===== src/rtl/atm_input_conditioner.sv =====
// ATM front-panel input conditioner.
// Raw pushbuttons and slide switches are synchronized, the buttons are
// debounced by independent per-button FSMs, and the resulting press events
// are arbitrated into single-cycle pulses. sw_out_o is frozen while any
// button is active so the controller sees the switch value from before
// the press began.

// Multi-bit synchronizer: one STAGES-deep flop chain per bit.
module atm_sync #(
  parameter int W      = 1,
  parameter int STAGES = 2
) (
  input  logic         clk,
  input  logic         rst,
  input  logic [W-1:0] d_i,
  output logic [W-1:0] q_o
);
  logic [STAGES-1:0][W-1:0] sync_q;

  // Shift the raw sample through the chain; stage 0 is the metastable one.
  always_ff @(posedge clk or posedge rst) begin
    if (rst) sync_q <= '0;
    else     sync_q <= {sync_q[STAGES-2:0], d_i};
  end

  assign q_o = sync_q[STAGES-1];
endmodule

// Debounce FSM for one synchronized button.
module atm_btn_lane #(
  parameter int DEBOUNCE_CYCLES = 4
) (
  input  logic clk,
  input  logic rst,
  input  logic sync_i,
  output logic cand_o,      // press accepted this cycle (combinational)
  output logic held_o,      // registered debounced level
  output logic released_o   // FSM idle in RELEASED
);
  localparam int CW = (DEBOUNCE_CYCLES > 1) ? $clog2(DEBOUNCE_CYCLES) : 1;
  localparam logic [CW-1:0] CNT_MAX = CW'(DEBOUNCE_CYCLES - 1);

  typedef enum logic [1:0] {
    RELEASED     = 2'd0,
    PRESS_WAIT   = 2'd1,
    PRESSED      = 2'd2,
    RELEASE_WAIT = 2'd3
  } state_e;

  state_e        state_q, state_d;
  logic [CW-1:0] cnt_q, cnt_d;
  logic          held_q;

  // State, counter and held level registers.
  always_ff @(posedge clk or posedge rst) begin
    if (rst) begin
      state_q <= RELEASED;
      cnt_q   <= '0;
      held_q  <= 1'b0;
    end else begin
      state_q <= state_d;
      cnt_q   <= cnt_d;
      held_q  <= (state_d == PRESSED) || (state_d == RELEASE_WAIT);
    end
  end

  // Next-state logic; the counter is cleared whenever a state is entered
  // and saturates at CNT_MAX because reaching it always forces a transition.
  always_comb begin
    state_d = state_q;
    cnt_d   = cnt_q;
    cand_o  = 1'b0;
    unique case (state_q)
      RELEASED: begin
        if (sync_i) begin
          state_d = PRESS_WAIT;
          cnt_d   = '0;
        end
      end
      PRESS_WAIT: begin
        if (!sync_i) begin
          state_d = RELEASED;
          cnt_d   = '0;
        end else if (cnt_q == CNT_MAX) begin
          state_d = PRESSED;
          cnt_d   = '0;
          cand_o  = 1'b1;
        end else begin
          cnt_d = cnt_q + CW'(1);
        end
      end
      PRESSED: begin
        if (!sync_i) begin
          state_d = RELEASE_WAIT;
          cnt_d   = '0;
        end
      end
      RELEASE_WAIT: begin
        if (sync_i) begin
          state_d = PRESSED;
          cnt_d   = '0;
        end else if (cnt_q == CNT_MAX) begin
          state_d = RELEASED;
          cnt_d   = '0;
        end else begin
          cnt_d = cnt_q + CW'(1);
        end
      end
      default: begin
        state_d = RELEASED;
        cnt_d   = '0;
      end
    endcase
  end

  assign held_o     = held_q;
  assign released_o = (state_q == RELEASED);
endmodule

// Top: three button lanes plus the switch synchronizer and arbitration.
module atm_input_conditioner #(
  parameter int DEBOUNCE_CYCLES = 4,
  parameter int SYNC_STAGES     = 2
) (
  input  logic       clk,
  input  logic       rst,
  input  logic       btn3_raw_i,
  input  logic       btn2_raw_i,
  input  logic       btn1_raw_i,
  input  logic [3:0] sw_raw_i,
  output logic       btn3_pulse_o,
  output logic       btn2_pulse_o,
  output logic       btn1_pulse_o,
  output logic [3:0] sw_out_o,
  output logic [2:0] held_o,
  output logic       collision_o
);
  localparam int NUM_LANES = 3;

  // Lane index 0 is BTN1 (highest priority), 2 is BTN3.
  logic [NUM_LANES-1:0] btn_raw, btn_sync, cand, rel, win;
  logic [3:0]           sw_sync;
  logic [NUM_LANES-1:0] pulse_q;
  logic                 coll_q;
  logic [3:0]           sw_q;

  assign btn_raw = {btn3_raw_i, btn2_raw_i, btn1_raw_i};

  atm_sync #(.W(NUM_LANES), .STAGES(SYNC_STAGES)) u_btn_sync (
    .clk (clk), .rst (rst), .d_i (btn_raw), .q_o (btn_sync)
  );

  atm_sync #(.W(4), .STAGES(SYNC_STAGES)) u_sw_sync (
    .clk (clk), .rst (rst), .d_i (sw_raw_i), .q_o (sw_sync)
  );

  atm_btn_lane #(.DEBOUNCE_CYCLES(DEBOUNCE_CYCLES)) u_lane [NUM_LANES-1:0] (
    .clk        (clk),
    .rst        (rst),
    .sync_i     (btn_sync),
    .cand_o     (cand),
    .held_o     (held_o),
    .released_o (rel)
  );

  // Lowest set bit wins, which gives BTN1 > BTN2 > BTN3; losers are dropped.
  assign win = cand & (~cand + NUM_LANES'(1));

  // Register the arbitrated pulses and the coincidence flag.
  always_ff @(posedge clk or posedge rst) begin
    if (rst) begin
      pulse_q <= '0;
      coll_q  <= 1'b0;
    end else begin
      pulse_q <= win;
      coll_q  <= (cand & (cand - NUM_LANES'(1))) != '0;
    end
  end

  // Track the switches only while every button is idle.
  always_ff @(posedge clk or posedge rst) begin
    if (rst)       sw_q <= '0;
    else if (&rel) sw_q <= sw_sync;
  end

  assign btn1_pulse_o = pulse_q[0];
  assign btn2_pulse_o = pulse_q[1];
  assign btn3_pulse_o = pulse_q[2];
  assign collision_o  = coll_q;
  assign sw_out_o     = sw_q;
endmodule


===== config.mk =====
export PLATFORM = sky130hd
export DESIGN_NAME = atm_input_conditioner
export DESIGN_NICKNAME = d
export VERILOG_FILES = /design/src/rtl/atm_input_conditioner.sv
export SDC_FILE = /design/constraint.sdc
export NUM_CORES = 1
export LEC_CHECK = 0
export BUFFER_PORTS_ARGS = -buffer_cell sky130_fd_sc_hd__buf_2
export CORE_MARGIN = 4
export CORE_UTILIZATION = 58
export DETAILED_ROUTE_END_ITERATION = 7
export GPL_TIMING_DRIVEN = 0
export PLACE_DENSITY = 0.83
export SYNTH_ARGS = -nofsm -noshare
export SYNTH_HDL_FRONTEND = slang
export SYNTH_SLANG_ARGS = --single-unit

===== constraint.sdc =====
create_clock -name clk -period 2.75 [get_ports clk]
set_clock_uncertainty 0.05 [all_clocks]
set_input_delay 0.55 -clock clk [delete_from_list [all_inputs] [get_ports clk]]
set_output_delay 0.55 -clock clk [all_outputs]
set_load 0.01 [all_outputs]

==> impl_metrics.tcl <==
set metrics [dict create \
    cts-resized-gates 0 \
    clockBufferDepth 2 \
    critPathMaxStageDelay_ns 0.44 \
    wl_per_cell_um 13.9 \
    synth_seq_cells 36 \
    synth-edff-count 0 \
    synth_top_cell_by_area "dfrtp_1" \
    clkSlewWorstSetupHoldPaths_ns 0.10 \
    hold_viol 0 \
    dpl.hpwl_um 1460 \
    drive_gt1_share_pct 31.1 \
    die_w_um 55.5 \
    synth.top_cells.by_area "dfrtp_1 69%, ha_1 3.8%, mux2_1 3.4%" \
    ys.flop_type "dfrtp_1" \
    track_usage_pct 14.5 \
    dieArea_um2 3080 \
    crit_slowest_cell "dfrtp_1" \
    worstPathCellList "buf_4 -> buf_2" \
    tightest_slew_ns 0.410 \
    gp_congestion 0.707 \
    period_share_pct 59.9 \
    synth_top_cell_area_share_pct 68.9 \
    antenna_found_initial 0 \
    syn_inst 91 \
    numCtsBuffers 5 \
    rsz0062_at_grt "false" \
    final_cell_area_um2 1540 \
    regToRegSetupSlack_ns 1.28 \
    ctsHoldBuffers 0 \
    synth_cell_types 23 \
    cp.arrival_ns 1.05 \
    path_class "flip-flop to output port" \
    netlist_area_um2 1310 \
    clkLatencyLatePin_ns 0.33 \
    coreArea_um2 2040 \
    avgSynthCellArea_um2 14.4 \
    cp-end-kind "output port" \
    tns_ns 0 \
    yosysSeqAreaShare_pct 68.9 \
    hold_ws_ns 0.0900 \
    area_growth_pct 17.8 \
    io_pins 20 \
    fmax_mhz 607 \
    relSlewSlack_pct 72.5 \
    post_cts_buffers 0 \
    vias 774 \
    route.detailed.drc 0 \
    grt_start_max_net_pins 37 \
    initial_core_util_pct 64.0 \
    vias_per_cell 5.30 \
    rr_startpoint "u_lane[1].state_q[0]" \
    cts_root_buf "clkbuf_4" \
    fp.dieH_um 55.5 \
    rows 16 \
    postRouteWirelength_um 2030 \
    port_buffers 19 \
    layout.nets 131 \
    r2r_cells 3 \
    htreeDepth 2 \
    p_leak_uw 0.000774 \
    drt_iter0_drc 11 \
    grt.overflow.total 0 \
    fillCellCount 150 \
    period_needed_ns 1.65 \
    final-max-slew-violation-count 0 \
    setup_viol 0 \
    power.density_nw_per_um2 849 \
    antenna_cells 0 \
    cts_tree "done" \
    cp_max_fo 5 \
    synth-async-reset-ratio_pct 100 \
    ant_nets 0 \
    detail_route.first_pass.iterations 4 \
    start_kind "flip-flop" \
    grt_pass1_wl_um 3250 \
    reg2reg_to "sw_out_o[3]" \
    synth_fp_nets 104 \
    status "finished clean" \
    ir_drop_v 0.000591 \
    hp-class "input port to asynchronous set/reset pin" \
    power.total_uw 1310 \
    cts_sinks 36 \
    grt_pass1_vias 789 \
    yosysWarningCount 0 \
    place_area_um2 1440 \
    maxCapViolCount 0 \
    required_ns 2.15 \
]
==> report_power, final <==
part	total (uW)	internal (uW)	leakage, uW	switching [uW]
Combinational	263	136	0.000284	127
Sequential	694	622	0.000448	71.4
Clock	350	191	0.0000422	159
==> cells in the mapped netlist, drive strengths merged (2+ instances only) <==
master / instances
buf: 3
dfrtp: 36
a21oi: 2
nand2b: 2
and2: 4
a22o: 4
nand3: 2
nor2: 9
inv: 2
mux2: 7
o21ai: 2
nand2: 4
nor3b: 3
ha: 4
xor2: 3
==> stage by stage <==
stage / worst slack [ns] / cells / util (%)
global route: 1.05 / 146 / 75.4
CTS: 1.08 / 145 / 74.1
detailed placement: 0.944 / 137 / 70.3
floorplan: 1.35 / 91 / -
global placement: 0.976 / 137 / 70.3
finish: 1.10 / 146 / 75.4
==> state kept, by name (all words and copies together) (netlist names) <==
name               count
u_sw_sync.q_o          4
u_lane.held_o          3
u_lane.state_q         5
u_btn_sync.sync_q      3
u_lane.cnt_q           6
sw_out_o               4
u_sw_sync.sync_q       4
u_btn_sync.q_o         3
pulse_q                3
collision_o            1
==> critical path, delay by kind of cell, from the launching register on <==
| kind | cells | cell delay [ns] |
|---|---|---|
| buffers and inverters | 2 | 0.28 |
| DFF | 1 | 0.44 |
==> metal layers <==
layer  part of all wire, %  track usage (%)  up-vias
met5                     0                0        -
met4                   3.1             10.1        0
met3                   6.4             6.29        8
met2                    53             24.2       24
met1                    37             14.5      383
li1                      -                -      359
==> cells by family (layout without fill, tap and decap cells) <==
group / Yosys count / count (layout) / share of synthesized area, %
mux: 7 / 7 / 6.03
xor+xnor: 3 / 3 / 2.01
fa+ha+maj: 5 / 5 / 4.59
buf+inv: 5 / 33 / 2.30
compound gates: 9 / 9 / 4.78
simple gates: 26 / 26 / 11.4
flops: 36 / 36 / 68.9
==> placed cells by master (no fill, tap or decap), types with 2 or more instances in the layout <==
master / netlist / final
nand3_1: 2 / 2
nor2_1: 9 / 9
clkbuf_4: 0 / 5
nand2b_1: 2 / 2
nor3b_1: 2 / 2
mux2_2: 3 / 3
mux2_1: 4 / 4
and2_1: 3 / 3
a22o_1: 4 / 4
dfrtp_1: 36 / 36
buf_2: 0 / 19
a21oi_1: 2 / 2
nand2_1: 3 / 3
o21ai_0: 2 / 2
buf_4: 3 / 3
xor2_1: 3 / 3
ha_1: 4 / 4
==> final cells by class <==
class | count | area (um^2) | share of cell area (%)
flip-flops and latches | 36 | 901 | 58.5
inverters | 2 | 7.51 | 0.487
multi-input cells | 50 | 377 | 24.5
clock buffers | 6 | 41.3 | 2.68
plain buffers | 3 | 22.5 | 1.46
well taps | 27 | 33.8 | 2.19
clock inverters | 2 | 35.0 | 2.27
repair buffers | 20 | 123 | 7.96
==> worst max path at each step <==
| stage | startpoint | to | slack, ns |
|---|---|---|---|
| 2_1_floorplan | rst | collision_o | 1.35 |
| 3_3_place_gp | rst | pulse_q[0] | 0.98 |
| 3_5_place_dp | rst | u_lane[0].cnt_q[0] | 0.94 |
| 4_1_cts | u_lane[2].held_o | held_o[2] | 1.08 |
| 5_1_grt | u_lane[2].held_o | held_o[2] | 1.05 |
| 6_report | u_lane[2].held_o | held_o[2] | 1.10 |
Note: power is estimated with default switching activity, not from simulation.
